===== config.mk =====
export PLATFORM = sky130hd
export DESIGN_NAME = fabric_req_arbiter
export DESIGN_NICKNAME = d
export VERILOG_FILES = /design/src/rtl/fabric_arb_pkg.sv /design/src/rtl/fabric_rr_arbiter.sv /design/src/rtl/fabric_req_arbiter.sv
export SDC_FILE = /design/constraint.sdc
export NUM_CORES = 1
export LEC_CHECK = 0
export CAP_MARGIN = 20
export CORE_MARGIN = 4
export CORE_UTILIZATION = 52
export CTS_CLUSTER_SIZE = 25
export DETAILED_ROUTE_END_ITERATION = 8
export DONT_BUFFER_PORTS = 1
export GPL_ROUTABILITY_DRIVEN = 0
export GPL_TIMING_DRIVEN = 0
export PLACE_DENSITY = 0.71
export SETUP_SLACK_MARGIN = 0.2
export SLEW_MARGIN = 20
export SYNTH_ARGS = -nofsm -noshare
export SYNTH_HDL_FRONTEND = slang
export SYNTH_SLANG_ARGS = --single-unit

===== constraint.sdc =====
create_clock -name clk -period 7 [get_ports clk]
set_clock_uncertainty 0.15 [all_clocks]
set_input_delay 0 -clock clk [delete_from_list [all_inputs] [get_ports clk]]
set_output_delay 0 -clock clk [all_outputs]
set_load 0.05 [all_outputs]

===== src/rtl/fabric_arb_pkg.sv =====
// Shared types and constants for the fabric request arbiter.
package fabric_arb_pkg;

  // Transaction FSM: one fabric transaction outstanding at a time.
  typedef enum logic [1:0] {
    ST_IDLE  = 2'd0,
    ST_ISSUE = 2'd1,
    ST_WAIT  = 2'd2,
    ST_RESP  = 2'd3
  } arb_state_e;

  // The wait counter is never narrower than this.
  localparam int CNT_MIN_W = 8;

  // Counter width able to hold TIMEOUT-1, floored at CNT_MIN_W.
  function automatic int cnt_width(input int timeout);
    int w;
    w = $clog2(timeout);
    return (w < CNT_MIN_W) ? CNT_MIN_W : w;
  endfunction

endpackage


===== src/rtl/fabric_rr_arbiter.sv =====
// Combinational round-robin picker: search starts just after last_i and wraps.
module fabric_rr_arbiter #(
  parameter int NUM_REQ = 4,
  parameter int IDX_W   = $clog2(NUM_REQ)
) (
  input  logic [NUM_REQ-1:0] req_i,
  input  logic [IDX_W-1:0]   last_i,
  output logic [NUM_REQ-1:0] gnt_o,
  output logic [IDX_W-1:0]   idx_o,
  output logic               any_o
);

  // First requester found at last_i+1, last_i+2, ... (mod NUM_REQ) wins.
  always_comb begin
    logic [IDX_W-1:0] k;
    gnt_o = '0;
    idx_o = '0;
    any_o = 1'b0;
    k     = '0;
    for (int i = 1; i <= NUM_REQ; i++) begin
      k = IDX_W'((int'(last_i) + i) % NUM_REQ);
      if (!any_o && req_i[k]) begin
        any_o    = 1'b1;
        gnt_o[k] = 1'b1;
        idx_o    = k;
      end
    end
  end

endmodule


===== src/rtl/fabric_req_arbiter.sv =====
// Arbitrates NUM_REQ requesters onto a single-outstanding fabric port.
module fabric_req_arbiter
  import fabric_arb_pkg::*;
#(
  parameter int WIDTH   = 32,
  parameter int NUM_REQ = 4,
  parameter int TIMEOUT = 64
) (
  input  logic                     clk,
  input  logic                     rst,
  input  logic [NUM_REQ-1:0]       req_valid_i,
  input  logic [NUM_REQ-1:0]       req_write_i,
  input  logic [NUM_REQ*WIDTH-1:0] req_wdata_i,
  output logic [NUM_REQ-1:0]       req_ready_o,
  output logic [NUM_REQ-1:0]       resp_valid_o,
  output logic [WIDTH-1:0]         resp_rdata_o,
  output logic                     resp_err_o,
  output logic                     fab_req_valid,
  output logic                     fab_read_req,
  output logic                     fab_write_req,
  output logic [WIDTH-1:0]         fab_write_data,
  input  logic                     fab_resp_valid,
  input  logic [WIDTH-1:0]         fab_read_data,
  output logic                     busy_o
);

  localparam int IDX_W = $clog2(NUM_REQ);
  localparam int CNT_W = cnt_width(TIMEOUT);
  localparam logic [CNT_W-1:0] CNT_LAST = CNT_W'(TIMEOUT - 1);

  arb_state_e       state_q, state_d;
  logic [IDX_W-1:0] grant_q, grant_d;
  logic [IDX_W-1:0] last_q, last_d;
  logic             op_q, op_d;
  logic [WIDTH-1:0] wdata_q, wdata_d;
  logic [WIDTH-1:0] rdata_q, rdata_d;
  logic             err_q, err_d;
  logic [CNT_W-1:0] cnt_q, cnt_d;

  logic [NUM_REQ-1:0] rr_gnt;
  logic [IDX_W-1:0]   rr_idx;
  logic               rr_any;

  fabric_rr_arbiter #(.NUM_REQ(NUM_REQ), .IDX_W(IDX_W)) u_rr (
    .req_i  (req_valid_i),
    .last_i (last_q),
    .gnt_o  (rr_gnt),
    .idx_o  (rr_idx),
    .any_o  (rr_any)
  );

  // Next-state and datapath capture for the transaction FSM.
  always_comb begin
    state_d = state_q;
    grant_d = grant_q;
    last_d  = last_q;
    op_d    = op_q;
    wdata_d = wdata_q;
    rdata_d = rdata_q;
    err_d   = err_q;
    cnt_d   = '0;
    case (state_q)
      ST_IDLE: begin
        if (rr_any) begin
          grant_d = rr_idx;
          op_d    = req_write_i[rr_idx];
          // Reads carry zero data so the fabric never sees stale write data.
          wdata_d = req_write_i[rr_idx] ? req_wdata_i[rr_idx*WIDTH +: WIDTH] : '0;
          state_d = ST_ISSUE;
        end
      end
      ST_ISSUE: begin
        state_d = ST_WAIT;
      end
      ST_WAIT: begin
        // A response in the timeout cycle still counts as a clean completion.
        if (fab_resp_valid) begin
          rdata_d = op_q ? '0 : fab_read_data;
          err_d   = 1'b0;
          state_d = ST_RESP;
        end else if (cnt_q == CNT_LAST) begin
          rdata_d = '0;
          err_d   = 1'b1;
          state_d = ST_RESP;
        end else begin
          cnt_d = cnt_q + 1'b1;
        end
      end
      ST_RESP: begin
        last_d  = grant_q;
        state_d = ST_IDLE;
      end
      default: state_d = ST_IDLE;
    endcase
  end

  // State registers; reset abandons any in-flight transaction.
  always_ff @(posedge clk or posedge rst) begin
    if (rst) begin
      state_q <= ST_IDLE;
      grant_q <= '0;
      last_q  <= IDX_W'(NUM_REQ - 1);
      op_q    <= 1'b0;
      wdata_q <= '0;
      rdata_q <= '0;
      err_q   <= 1'b0;
      cnt_q   <= '0;
    end else begin
      state_q <= state_d;
      grant_q <= grant_d;
      last_q  <= last_d;
      op_q    <= op_d;
      wdata_q <= wdata_d;
      rdata_q <= rdata_d;
      err_q   <= err_d;
      cnt_q   <= cnt_d;
    end
  end

  // Output decode; response data is zeroed outside the completion pulse.
  always_comb begin
    req_ready_o    = '0;
    resp_valid_o   = '0;
    resp_rdata_o   = '0;
    resp_err_o     = 1'b0;
    fab_req_valid  = 1'b0;
    fab_read_req   = 1'b0;
    fab_write_req  = 1'b0;
    fab_write_data = '0;
    busy_o         = (state_q != ST_IDLE);
    if (state_q == ST_IDLE && !rst) begin
      req_ready_o = rr_gnt;
    end
    if (state_q == ST_ISSUE) begin
      fab_req_valid  = 1'b1;
      fab_write_req  = op_q;
      fab_read_req   = ~op_q;
      fab_write_data = wdata_q;
    end
    if (state_q == ST_RESP) begin
      resp_valid_o[grant_q] = 1'b1;
      resp_rdata_o          = rdata_q;
      resp_err_o            = err_q;
    end
  end

endmodule


Word-level counts from Yosys, hierarchy flattened
Cells that the tools add are included.
{"block": "word_totals", "out_inout_bits": 77, "register_bits": 80}
{"block": "classes", "n_mux": 53, "reduce_logical": 19, "eq_ne": 6, "bitwise": 4, "shifts": 1, "addsub": 5, "n_lt_le_gt_ge": 11}
{"operator": "32-bit two-way mux", "count": 6}
{"operator": "128-bit by 8-bit variable part select with 32-bit output", "count": 1}
{"operator": "4-bit two-way mux", "count": 6}
{"operator": "8-bit two-way mux", "count": 3}
{"operator": "1-bit two-way mux", "count": 20}
{"operator": "2-bit by 3-bit less-than comparator with 1-bit output, second input constant", "count": 6}
{"operator": "2-bit two-way mux", "count": 7}
{"operator": "4-bit OR", "count": 3}
{"operator": "1-bit binary-select mux with 2-bit select", "count": 5}
{"operator": "1-bit demux with 2-bit select", "count": 5}
{"operator": "2-bit by 1-bit >= comparator with 1-bit output, second input constant", "count": 5}
{"operator": "1-bit logical AND", "count": 9}
{"operator": "8-bit by 1-bit adder with 8-bit output, second input constant", "count": 1}
{"operator": "8-bit by 6-bit == test with 1-bit output, second input constant", "count": 1}
{"operator": "2-bit one-hot mux with 4 select lines", "count": 1}
{"operator": "2-bit AND reduction", "count": 3}
{"operator": "2-bit by 1-bit adder with 2-bit output, second input constant", "count": 2}
{"operator": "2-bit adder, second input constant", "count": 2}
{"operator": "2-bit == test, second input constant", "count": 2}
{"operator": "1-bit zero test", "count": 4}
{"operator": "2-bit nonzero test", "count": 2}
{"operator": "3-bit != test, second input constant", "count": 1}
{"operator": "2-bit by 1-bit == test with 1-bit output, second input constant", "count": 1}
{"operator": "2-bit zero test", "count": 1}
{"operator": "other kinds (2)", "count": 2}

Longest topological paths before layout
Gate-level depths: netlist of run 1.
{"block": "depth", "word_depth": 16, "mapped_depth": 14, "mapped_depth_nobuf": 8}

Modules after synthesis
From an unflattened synthesis of run 1, not the netlist that was laid out.
{"block": "hier_totals", "cells_unflattened": 474, "area_unflattened_um2": 5076.1}
{"mod": "fabric_req_arbiter", "instances": 1, "area_each_um2": 4550.6, "cells_per_inst": 406, "seq_area_each_um2": 2004.4}
{"mod": "fabric_rr_arbiter", "instances": 1, "area_each_um2": 525.5, "cells_per_inst": 68, "seq_area_each_um2": 0.0}

Worst setup path after synthesis of run 1
Ideal clock, no wire load.
{"block": "synth_timing", "path_kind": "flip-flop to flip-flop", "startpoint": "register last_q[0]", "endpoint": "register wdata_q[10]", "path_stages_with_launch": 13, "slack_ns": 3.392, "setup_ns": 0.086, "arrival_time_ns": 3.372, "required_time_ns": 6.764, "path_cell_list": "dfstp_2 -> buf_6 -> clkbuf_1 -> inv_1 -> ha_1 -> buf_2 -> mux4_2 -> clkbuf_1 -> a211o_1 -> a221oi_2 -> nand3b_2 -> buf_6 -> o221ai_2"}
{"block": "synth_via", "elab_chain_len": 16, "word_cells_on_any_way": 31, "classes_between": "4 x add/sub; 1 x shift; 19 x mux; 7 x reduce/logical"}
{"element": "start: declaration", "line": "fabric_req_arbiter.sv:33", "source": "logic [IDX_W-1:0] last_q, last_d;"}
{"element": "start signal: assignment", "line": "fabric_req_arbiter.sv:102", "source": "last_q <= IDX_W'(NUM_REQ - 1);"}
{"element": "start signal: assignment", "line": "fabric_req_arbiter.sv:111", "source": "last_q <= last_d;"}
{"element": "parallel branches: the longest is 16 deep, another holds 2-bit by 1-bit adder with 2-bit output"}
{"element": "end signal: assignment", "line": "fabric_req_arbiter.sv:113", "source": "wdata_q <= wdata_d;"}
{"element": "end: declaration", "line": "fabric_req_arbiter.sv:35", "source": "logic [WIDTH-1:0] wdata_q, wdata_d;"}
Parallel ways; which one is timed is not known. The select of a mux whose other input is x is not followed.
A chain may end at the register's enable or synchronous reset.

Worst setup path after layout of run 1
{"block": "layout_timing", "startpoint": "register last_q[0]", "endpoint": "register wdata_q[14]"}
Same word-level chain as after synthesis.

==> impl_results.md, run 1 <==
- Post-Layout Inst Area: 6960 um2
- RR Endpoint: wdata_q[14]
- Fillers: 682
- TNS Setup: 0 ns
- Area of the multi-input gates: 2950 um2
- First-pass detailed-route iteration total: 6
- Fin crit period: 5.16 ns
- Worst-path fanout max: 10
- Top Layer Used: met4
- Worst Hold Class: primary input to flip-flop
- Overall die area: 11700 um2
- Gate Count Post-Synth: 544
- Post-Syn Area: 5210 um2
- Die W: 108 um
- Met2 Routed Length: 8.81 mm
- RSZ-0062 raised after global routing: false
- Vias in the first global route: 5312
- Crit path required time: 7.07 ns
- Leak: 3.15 nW
- Grt ovf: 0
- Final clock period utilization by the worst path: 73.7%
- Die Span Y: 108 um
- Vias: 4876
- Syn Area/Cell: 9.57 um2
- Port bufs: 0
- DPL Wire Length: 11.4 mm
- Post-synth top area cell: dfrtp_1
- Yosys top cell area share: 37.5%
- Initial Util: 53.3%
- Total track usage: 30.0%
- Distinct cells, synth: 42
- Drt total wl: 17.6 mm
- Io pins: 248
- Nets: 875
- Post-Place Cell Area: 5410 um2
- Main flop type after synthesis: dfrtp_1
- First-pass GRT wire length: 27.5 mm
- Maximum number of pins on one net before global-route repair: 52
- Critical R2R Launch: last_q[0]
- Setup crit end kind: flip-flop
- Reg clk slew, reported paths: 0.10 ns
- Reg2reg path depth: 16
- #FFs+latches synth: 80
- Layout cells sized above 1: 12.2%
- Crit start category: flip-flop
- Initial antenna violation count: 0
- Final number of hold-violating endpoints: 0
- Synth Warn #: 0
- R2r setup slk: 1.84 ns
- H-tree depth: 3
- Async S/R FF share, synth: 100%
- DR WL met3: 1.58 mm
- Final setup vio count: 0
- Max-slew violation count: 0
- Final Total Pwr: 3.25 mW
- Peak supply drop: 0.282 mV
- FP Rows: 36
- Sequential element share of the synthesized area: 38.5%
- Root Driver: clkbuf_8
- Antenna cell count: 0
- Register area: 2000 um2
- Clk sinks: 80
- Dominant cells by area after synthesis: dfrtp_1 37%, mux2i_1 13%, o221ai_2 8.4%, and2_1 8.0%, nand2_1 8.0%
- CTS Buf Count: 9
- Post-synth EDFFs: 0
- Status: completed
- Fmax: 194 MHz
- PD cells: 468 nW/um2
- Worst-Skew Late Latency: 0.34 ns
- Worst slew pin tran: 0.999 ns
- Hold Path Stages: 3
- Worst Hold End: rdata_q[14]
- Total nets after synthesis: 729
- Worst Setup Path Type: flip-flop to flip-flop
- Relative max-transition margin: 33.3%
- Drt drc: 0
- Violation count after the first detailed-route iteration: 309
- Detail Route Antenna Nets: 0
- Max-cap violation count: 0
- Hold slack: 0.0598 ns
- WL/cell: 21.3 um
- Worst hold path startpoint: fab_resp_valid
- Area Growth Syn to Fin: 33.6%
- Core area: 9770 um2
- Met1 WL: 6.40 mm
- Arrival @ worst endpoint: 5.23 ns
- Vias per inst: 5.89
- CTS tree: done
- Longest Clk Path Bufs: 2
[metal layers]
layer / vias up / track usage (%)
met4: 0 / 14.8
met5: - / 0
met2: 277 / 51.7
met3: 69 / 8.72
met1: 2358 / 33.9
li1: 2172 / -
[kinds of logic after synthesis]
kind of cell / share of synthesized area, %
and+or+nand+nor: 20.6
DFF: 38.5
xor gates and xnor gates: 1.18
buffers and inverters: 4.92
muxes: 15.7
adders and majority gates: 3.36
AOI/OAI and AO/OA: 15.8
[synth_stat cells, types with 5 or more instances]
master,n
inv_1,10
ha_1,14
nor2_1,23
a22oi_1,5
buf_2,10
clkbuf_1,25
o21ai_0,38
o221ai_2,29
mux2i_1,68
dfrtp_1,78
a21oi_1,5
and2_1,67
nand2_1,111
buf_6,6
[flip-flops by register name (all words and copies together), names as in the netlist]
name / flops
rdata_q: 32
op_q: 1
grant_q: 2
wdata_q: 32
err_q: 1
state_q: 2
cnt_q: 8
last_q: 2
[power by group]
part	total [mW]	switching [mW]	internal, mW
Clock	0.367	0.187	0.181
Combinational	2.13	1.24	0.890
Sequential	0.761	0.117	0.644
Total	3.25	1.54	1.71
[layout make-up]
| type | count | area share [%] |
|---|---|---|
| buffer | 42 | 3.15 |
| clock inverter | 6 | 1.08 |
| tap | 133 | 2.39 |
| inverter | 10 | 0.575 |
| clock buffer | 10 | 1.98 |
| timing repair buffer | 135 | 19.6 |
| sequential | 80 | 28.8 |
| multi-input combinational | 412 | 42.4 |
[worst max-delay path: stages (launching register included)]
cell and delay (ns):
dfstp_2 0.59, buf_6 0.15, clkbuf_1 0.41, inv_1 0.26
ha_1 0.34, buf_2 0.18, mux4_2 0.35, nor2b_4 0.15
buf_6 0.14, nor2_2 0.17, o21ba_2 0.16, buf_6 0.15
buf_2 0.32, mux2i_1 0.23, dlygate4sd3_1 0.59, o221ai_2 0.11
dlygate4sd3_1 0.59
[metrics by stage]
step,std cells,utilization (%),setup slack [ns]
CTS,828,71.2,1.89
detailed placement,678,55.4,2.82
global placement,677,55.0,2.90
floorplan,544,-,3.39
global route,828,71.2,1.55
finish,828,71.2,1.84
[layout by cell type, fill, tap and decap left out, types with 4 or more instances in the layout]
master / instances
dlygate4sd3_1: 133
nand2_1: 111
dfrtp_1: 78
mux2i_1: 68
and2_1: 67
o21ai_0: 38
o221ai_2: 29
clkbuf_1: 25
nor2_1: 23
ha_1: 14
buf_2: 11
clkbuf_8: 10
inv_1: 9
buf_6: 6
a21oi_1: 5
a22oi_1: 5
nand3_1: 4
mux4_2: 4
mux2_2: 4
xor2_1: 4
a221oi_1: 4
[how the worst max path moves through the flow]
stage	cells after the start	from	end	slack [ns]
floorplan	12	last_q[0]	wdata_q[10]	3.39
global placement	14	last_q[0]	wdata_q[3]	2.90
detailed placement	14	last_q[0]	wdata_q[3]	2.82
CTS	16	last_q[0]	wdata_q[18]	1.89
global route	16	last_q[0]	wdata_q[14]	1.55
finish	16	last_q[0]	wdata_q[14]	1.84
[repair_timing]
action / CTS / global route
endpoints found under the hold margin: 150 / 0
hold buffers: 134 / 0
setup buffers: 0 / 0
gates resized for setup: 0 / 0
Power figures use the tool's default switching activity.
==> inputs of run 2 (changes only) <==
Settings changed: ABC_AREA set to 1.
Clock period 7 ns to 5 ns, I/O delays scaled along.
==> impl_results.md, run 2 <==
- Yosys top cell area share: 31.9% (-5.6 points)
- Drt drc: 0 (unchanged)
- FP Rows: 39 (+8.3%)
- Pint: 3.33 mW (+94%)
- Leading cell type in the layout, fill and taps excluded: nand2_1
- Core area: 11500 um2 (+17%)
- Arrival @ worst endpoint: 4.74 ns (-0.49 ns)
- Port bufs: 0 (unchanged)
- Flop pwr share: 14.4% (-9.0 points)
- Combinational Power Share: 76.3% (+11 points)
- Post-Synth XOR/XNOR Area: 0.143% (-1.0 points)
- Post-Layout Inst Area: 8000 um2 (+15%)
- First-pass GRT wire length: 30.8 mm (+12%)
- Post-Syn Area: 6130 um2 (+18%)
- Fmax: 216 MHz (+12%)
- R2r setup slk: 0.38 ns (-1.46 ns)
- RR Endpoint: wdata_q[0]
- Vias: 7001 (+44%)
- Main combinational cell family by area after synthesis: simple AND/OR/NAND/NOR gates
- TNS Setup: 0 ns (unchanged)
- Root Driver: clkbuf_16
- Detail Route Antenna Nets: 0 (unchanged)
- Relative max-transition margin: 37.7% (+4.4 points)
- Critical Path Slowest Stage Cell: dfstp_2
- Max-slew violation count: 0 (unchanged)
- Cell breakdown of the critical path: clkinvlp_4 > ha_2 > inv_1 > nand2_2 > nand2_4 > nor2_8 > nand2_1 > nand2_2 > nand2_1 > o21ai_2 > buf_2 > nand3_1 > dlygate4sd3_1 > nand2_1 > dlygate4sd3_1 > nand3_1 > dlygate4sd3_1 > nand2_1
- Worst-Skew Late Latency: 0.33 ns (about the same)
- Area Growth Syn to Fin: 30.5%
- Biggest regs: rdata_q: 32 flops, wdata_q: 32 flops, cnt_q: 8 flops
- Post-synthesis simple-gate area fraction: 42.3% (+22 points)
- Initial Util: 53.4% (+0.14 points)
- Fillers: 995 (+46%)
- Nets: 1332 (+52%)
- Crit path required time: 5.12 ns (-1.95 ns)
- Final number of hold-violating endpoints: 0 (unchanged)
- Worst path max stage delay: 0.58 ns (about the same)
- Post-synth top area cell: dfrtp_1
- Post-synthesis mux area share: 0% (-16 points)
- CTS Buf Count: 9 (unchanged)
- Setup crit end kind: flip-flop
- #FFs+latches synth: 80 (unchanged)
- Critical R2R Launch: last_q[1]
- Max-cap violation count: 0 (unchanged)
- Worst Setup Path Type: flip-flop to flip-flop
- Vias in the first global route: 6607 (+24%)
- Main flop type after synthesis: dfrtp_1
- NetSw: 3.43 mW (+120%)
- Final setup vio count: 0 (unchanged)
- Most used cell, CP: nand2_1
- Maximum number of pins on one net before global-route repair: 59 (+13%)
- Die Span Y: 117 um (+7.8%)
- Post-synth EDFFs: 0 (unchanged)
- Overall die area: 13600 um2 (+16%)
- Reg2reg path depth: 18 (+2)
- PD cells: 845 nW/um2 (+81%)
- Distinct cells, synth: 32 (-24%)
- Grt ovf: 0 (unchanged)
- Commonest non-fill, non-tap cells in the layout: 335 x nand2_1, 227 x inv_1, 141 x nand3_1
- Final clock period utilization by the worst path: 92.4% (+19 points)
- Synth top cells by count: 335 x nand2_1, 229 x inv_1, 141 x nand3_1
- Leak: 4.90 nW (+55%)
- Async S/R FF share, synth: 100% (unchanged)
- Gate Count Post-Synth: 997 (+83%)
- Die W: 117 um (+7.8%)
- Post-Place Cell Area: 6340 um2 (+17%)
- Vias per inst: 5.40 (-8.3%)
- Worst slew pin tran: 0.932 ns (-0.0674 ns)
- RSZ-0062 raised after global routing: false
- Status: completed
- Total track usage: 28.5% (-1.4 points)
- Worst-path fanout max: 10 (unchanged)
- WL/cell: 15.5 um (-27%)
- First-pass detailed-route iteration total: 5 (-1)
- Clk sinks: 80 (unchanged)
- Net Sw Frac: 50.7% (+3.4 points)
- CTS tree: done
- Violation count after the first detailed-route iteration: 649 (+110%)
- H-tree depth: 3 (unchanged)
- Worst Hold Class: primary input to asynchronous set/reset pin
- Sequential element share of the synthesized area: 32.7% (-5.8 points)
- Crit start category: flip-flop
- Synth Warn #: 0 (unchanged)
- Most frequent cell after synthesis: nand2_1
- Io pins: 248 (unchanged)
- Initial antenna violation count: 0 (unchanged)
- DPL Wire Length: 13.8 mm (+21%)
- Drt total wl: 20.1 mm (+14%)
- Peak supply drop: 0.627 mV (+120%)
- Syn Area/Cell: 6.15 um2 (-36%)
- Compound-Gate Fraction of Synth Area: 2.84% (-13 points)
- Dominant cells by area after synthesis: dfrtp_1 32%, nand2_1 21%, inv_1 14%, nand3_1 12%, nand4_1 6.8%
- Layout cells sized above 1: 7.20% (-5.0 points)
- Total nets after synthesis: 1182 (+62%)
- Longest Clk Path Bufs: 2 (unchanged)
- Fin crit period: 4.62 ns (-0.540 ns)
- Synthesized-area fraction occupied by adder cells: 2.86% (-0.50 points)
- Clock power frac: 9.2% (-2.1 points)
- Reg clk slew, reported paths: 0.06 ns (-0.04 ns)
## run 2: cell families (layout without fill, tap and decap cells)
| group | after synthesis | count (layout) |
|---|---|---|
| simple gates | 580 | 580 |
| fa+ha+maj | 14 | 14 |
| buf+inv | 293 | 448 |
| compound gates | 29 | 29 |
| flops | 80 | 80 |
| xor+xnor | 1 | 1 |
| other cells | 0 | 1 |
## run 2: worst max path at each step
stage	start	endpoint
5_1_grt	last_q[1]	wdata_q[29]
3_5_place_dp	last_q[1]	wdata_q[3]
2_1_floorplan	last_q[0]	state_q[0]
3_3_place_gp	rst	rdata_q[20]
6_report	last_q[1]	wdata_q[0]
4_1_cts	last_q[1]	wdata_q[0]
## run 2: power by group through the flow
stage	clock [mW]	combinational [mW]	sequential, mW
after floorplan	0	3.01	0.955
after global placement	0	3.83	0.982
after detailed placement	0	3.87	0.984
after CTS	0.633	4.98	0.979
after global routing	0.664	5.62	0.994
final	0.625	5.16	0.975
## run 2: worst max-delay path: cells and delay by family (launching register included)
family	cells	cell delay (ns)
buffers and inverters	6	2.31
AO/OA/AOI/OAI	1	0.13
adder cells (fa/ha/maj)	1	0.43
AND/OR/NAND/NOR	10	0.98
flip-flops	1	0.58
## run 2: area by class of cell
class / instances / area [um2] / area share [%]
flip-flops and latches: 80 / 2000 / 25.1
multi-input cells: 624 / 2950 / 36.9
repair buffers: 139 / 1390 / 17.4
clock inverters: 7 / 55.1 / 0.688
plain buffers: 61 / 315 / 3.94
well taps: 143 / 179 / 2.24
clock buffers: 9 / 225 / 2.82
diodes: 1 / 2.50 / 0.0313
inverters: 232 / 877 / 11.0
## run 2: through the flow
step | worst slack (ns) | power, mW | hold WS [ns] | util (%) | instances
after global routing | 0.189 | 7.28 | 0.0827 | 69.7 | 1295
after global placement | 1.89 | 4.81 | -0.0808 | 55.0 | 1140
after CTS | 0.405 | 6.59 | 0.0701 | 69.3 | 1290
final | 0.380 | 6.76 | 0.0584 | 69.8 | 1296
after floorplan | 2.45 | 3.96 | -0.0845 | - | 997
after detailed placement | 1.94 | 4.85 | -0.295 | 55.3 | 1141
## run 2: routing by layer
| metal | up-vias | global-route usage, % | share of wire [%] |
|---|---|---|---|
| met1 | 3219 | 36.4 | 41 |
| met2 | 386 | 47.6 | 48 |
| met4 | 0 | 11.7 | 2.8 |
| li1 | 3347 | - | - |
| met3 | 49 | 5.60 | 8.1 |
| met5 | - | 0 | 0 |
## run 2: what timing repair did
item	CTS	global route
endpoints found under the hold margin	153	0
gates resized for setup	0	6
hold buffers	133	0
setup endpoints to repair	0	3
buffers inserted	0	5
==> inputs of run 3 (changes only) <==
Settings changed: RECOVER_POWER set to 100.
==> impl_results.md, run 3 (synthesis gave the netlist of run 2 again) <==
- Worst Setup Path Type: flip-flop to flip-flop
- Crit start category: flip-flop
- Worst-path fanout max: 8 (-2)
- TNS Setup: 0 ns (unchanged)
- Die Span Y: 117 um (unchanged)
- Crit path required time: 5.12 ns (about the same)
- Initial antenna violation count: 0 (unchanged)
- RR Endpoint: wdata_q[29]
- Setup crit end kind: flip-flop
- Drt total wl: 20.1 mm (about the same)
- Pre-CTS setup slack: 1.94 ns (unchanged)
- Final clock period utilization by the worst path: 92.8% (+0.40 points)
- Fillers: 1003 (+0.80%)
- Overall die area: 13600 um2 (unchanged)
- First-pass detailed-route iteration total: 6 (+1)
- Area of the multi-input gates: 2940 um2 (-0.47%)
- Status: finished with violations
- Relative max-transition margin: -109% (-150 points)
- Fmax: 216 MHz (-0.43%)
- Total track usage: 28.5% (unchanged)
- Drt drc: 0 (unchanged)
- First-pass GRT wire length: 30.8 mm (unchanged)
- Worst slew pin tran: 3.14 ns (+2.21 ns)
- Port bufs: 0 (unchanged)
- Leading cell type in the layout, fill and taps excluded: nand2_1
- Fin crit period: 4.64 ns (+0.0199 ns)
- Commonest non-fill, non-tap cells in the layout: 335 x nand2_1, 227 x inv_1, 141 x nand3_1
- Max-slew violation count: 59 (+59)
- Dpl cells: 1141 (unchanged)
- Layout Utilization: 69.4% (-0.38 points)
- Nets: 1332 (unchanged)
- Peak supply drop: 0.628 mV (+0.20%)
- CTS tree: done
- Clk sinks: 80 (unchanged)
- Register area: 2000 um2 (unchanged)
- Leak: 4.87 nW (-0.55%)
- Layout cells sized above 1: 6.60% (-0.61 points)
- Root Driver: clkbuf_16
- CTS Buf Count: 9 (unchanged)
- Non-filler cells, final: 1296 (unchanged)
- Worst-Skew Late Latency: 0.33 ns (about the same)
- Worst hold path startpoint: req_write_i[0]
- R2r setup slk: 0.36 ns (-0.02 ns)
- FP Rows: 39 (unchanged)
- Vias in the first global route: 6607 (unchanged)
- Reg2reg path depth: 15 (-3)
- H-tree depth: 3 (unchanged)
- Failing checks: max-capacitance violations, max-slew violations
- Arrival @ worst endpoint: 4.76 ns (+0.02 ns)
- Biggest regs: rdata_q: 32 flops, wdata_q: 32 flops, cnt_q: 8 flops
- Critical R2R Launch: last_q[1]
- Final number of hold-violating endpoints: 0 (unchanged)
- RSZ-0062 raised after global routing: false
- CP endpoint: wdata_q[29]
- PD cells: 847 nW/um2 (+0.24%)
- Final setup vio count: 0 (unchanged)
- Setup slack after layout: 0.360 ns (-0.0199 ns)
- Detail Route Antenna Nets: 0 (unchanged)
- Area Growth Syn to Fin: 29.8%
- Violation count after the first detailed-route iteration: 655 (+0.92%)
- Longest Clk Path Bufs: 2 (unchanged)
- Worst Setup SP: last_q[1]
- Reg clk slew, reported paths: 0.06 ns (about the same)
- Vias per inst: 5.40 (about the same)
- Core area: 11500 um2 (unchanged)
- Maximum number of pins on one net before global-route repair: 59 (unchanged)
- WL/cell: 15.5 um (about the same)
- Grt ovf: 0 (unchanged)
- Die W: 117 um (unchanged)
- Worst Hold Class: primary input to flip-flop
- Initial Util: 53.4% (unchanged)
- Vias: 7002 (+0.014%)
- DPL Wire Length: 13.8 mm (unchanged)
- Io pins: 248 (unchanged)
- Max-cap violation count: 1 (+1)
run 3: stage by stage:
stage	power (mW)	hold WS (ns)	instance area, um2
after floorplan	3.96	-0.0845	6130
after global placement	4.81	-0.0808	6310
after detailed placement	4.85	-0.295	6340
after CTS	6.59	0.0701	7950
after global routing	7.25	0.166	7950
final	6.74	0.131	7960
run 3: repair_timing:
| item | 4_1_cts | 5_1_grt |
|---|---|---|
| hold buffers | 133 | 0 |
| hold endpoints to repair | 153 | 0 |
| setup buffers | 0 | 5 |
| gates resized for setup | 0 | 6 |
| endpoints found under the setup margin | 0 | 3 |
run 3: final cells by class:
class	count	share of cell area [%]
antenna	1	0.0315
buffer	61	3.92
clock buffer	9	2.83
clock inverter	7	0.692
inverter	232	11.0
multi-input combinational	624	36.9
sequential	80	25.2
tap	143	2.25
timing repair buffer	139	17.2
run 3: how the worst min path moves through the flow:
stage | depth (start not counted) | slack (ns) | end
global placement | 1 | -0.08 | cnt_q[1]
detailed placement | 1 | -0.30 | wdata_q[2]
finish | 7 | 0.13 | wdata_q[22]
global route | 7 | 0.17 | wdata_q[28]
CTS | 3 | 0.07 | wdata_q[0]
floorplan | 1 | -0.08 | cnt_q[1]
run 3: worst max-delay path: stages (launching register included):
cell           delay, ns
dfstp_2             0.57
clkinvlp_4          0.19
ha_1                0.42
inv_1               0.10
nand2_2             0.10
nand2_4             0.10
nor2_8              0.16
nand3_1             0.11
a21oi_1             0.63
nand3_1             0.16
dlygate4sd3_1       0.59
nand2_1             0.06
dlygate4sd3_1       0.56
nand3_1             0.07
dlygate4sd3_1       0.56
nand2_1             0.06
run 3: layer usage:
layer | vias up | global-route usage, % | share of wire, %
met5 | - | 0 | 0
met4 | 0 | 11.7 | 2.7
met3 | 51 | 5.60 | 8.1
met2 | 392 | 47.6 | 48
met1 | 3212 | 36.4 | 41
li1 | 3347 | - | -
run 3: report_power, final:
part,leakage [nW],switching (mW),internal (mW),total [mW]
sequential,1.05,0.119,0.856,0.974
combinational,3.68,3.03,2.11,5.14
clock,0.133,0.285,0.342,0.627
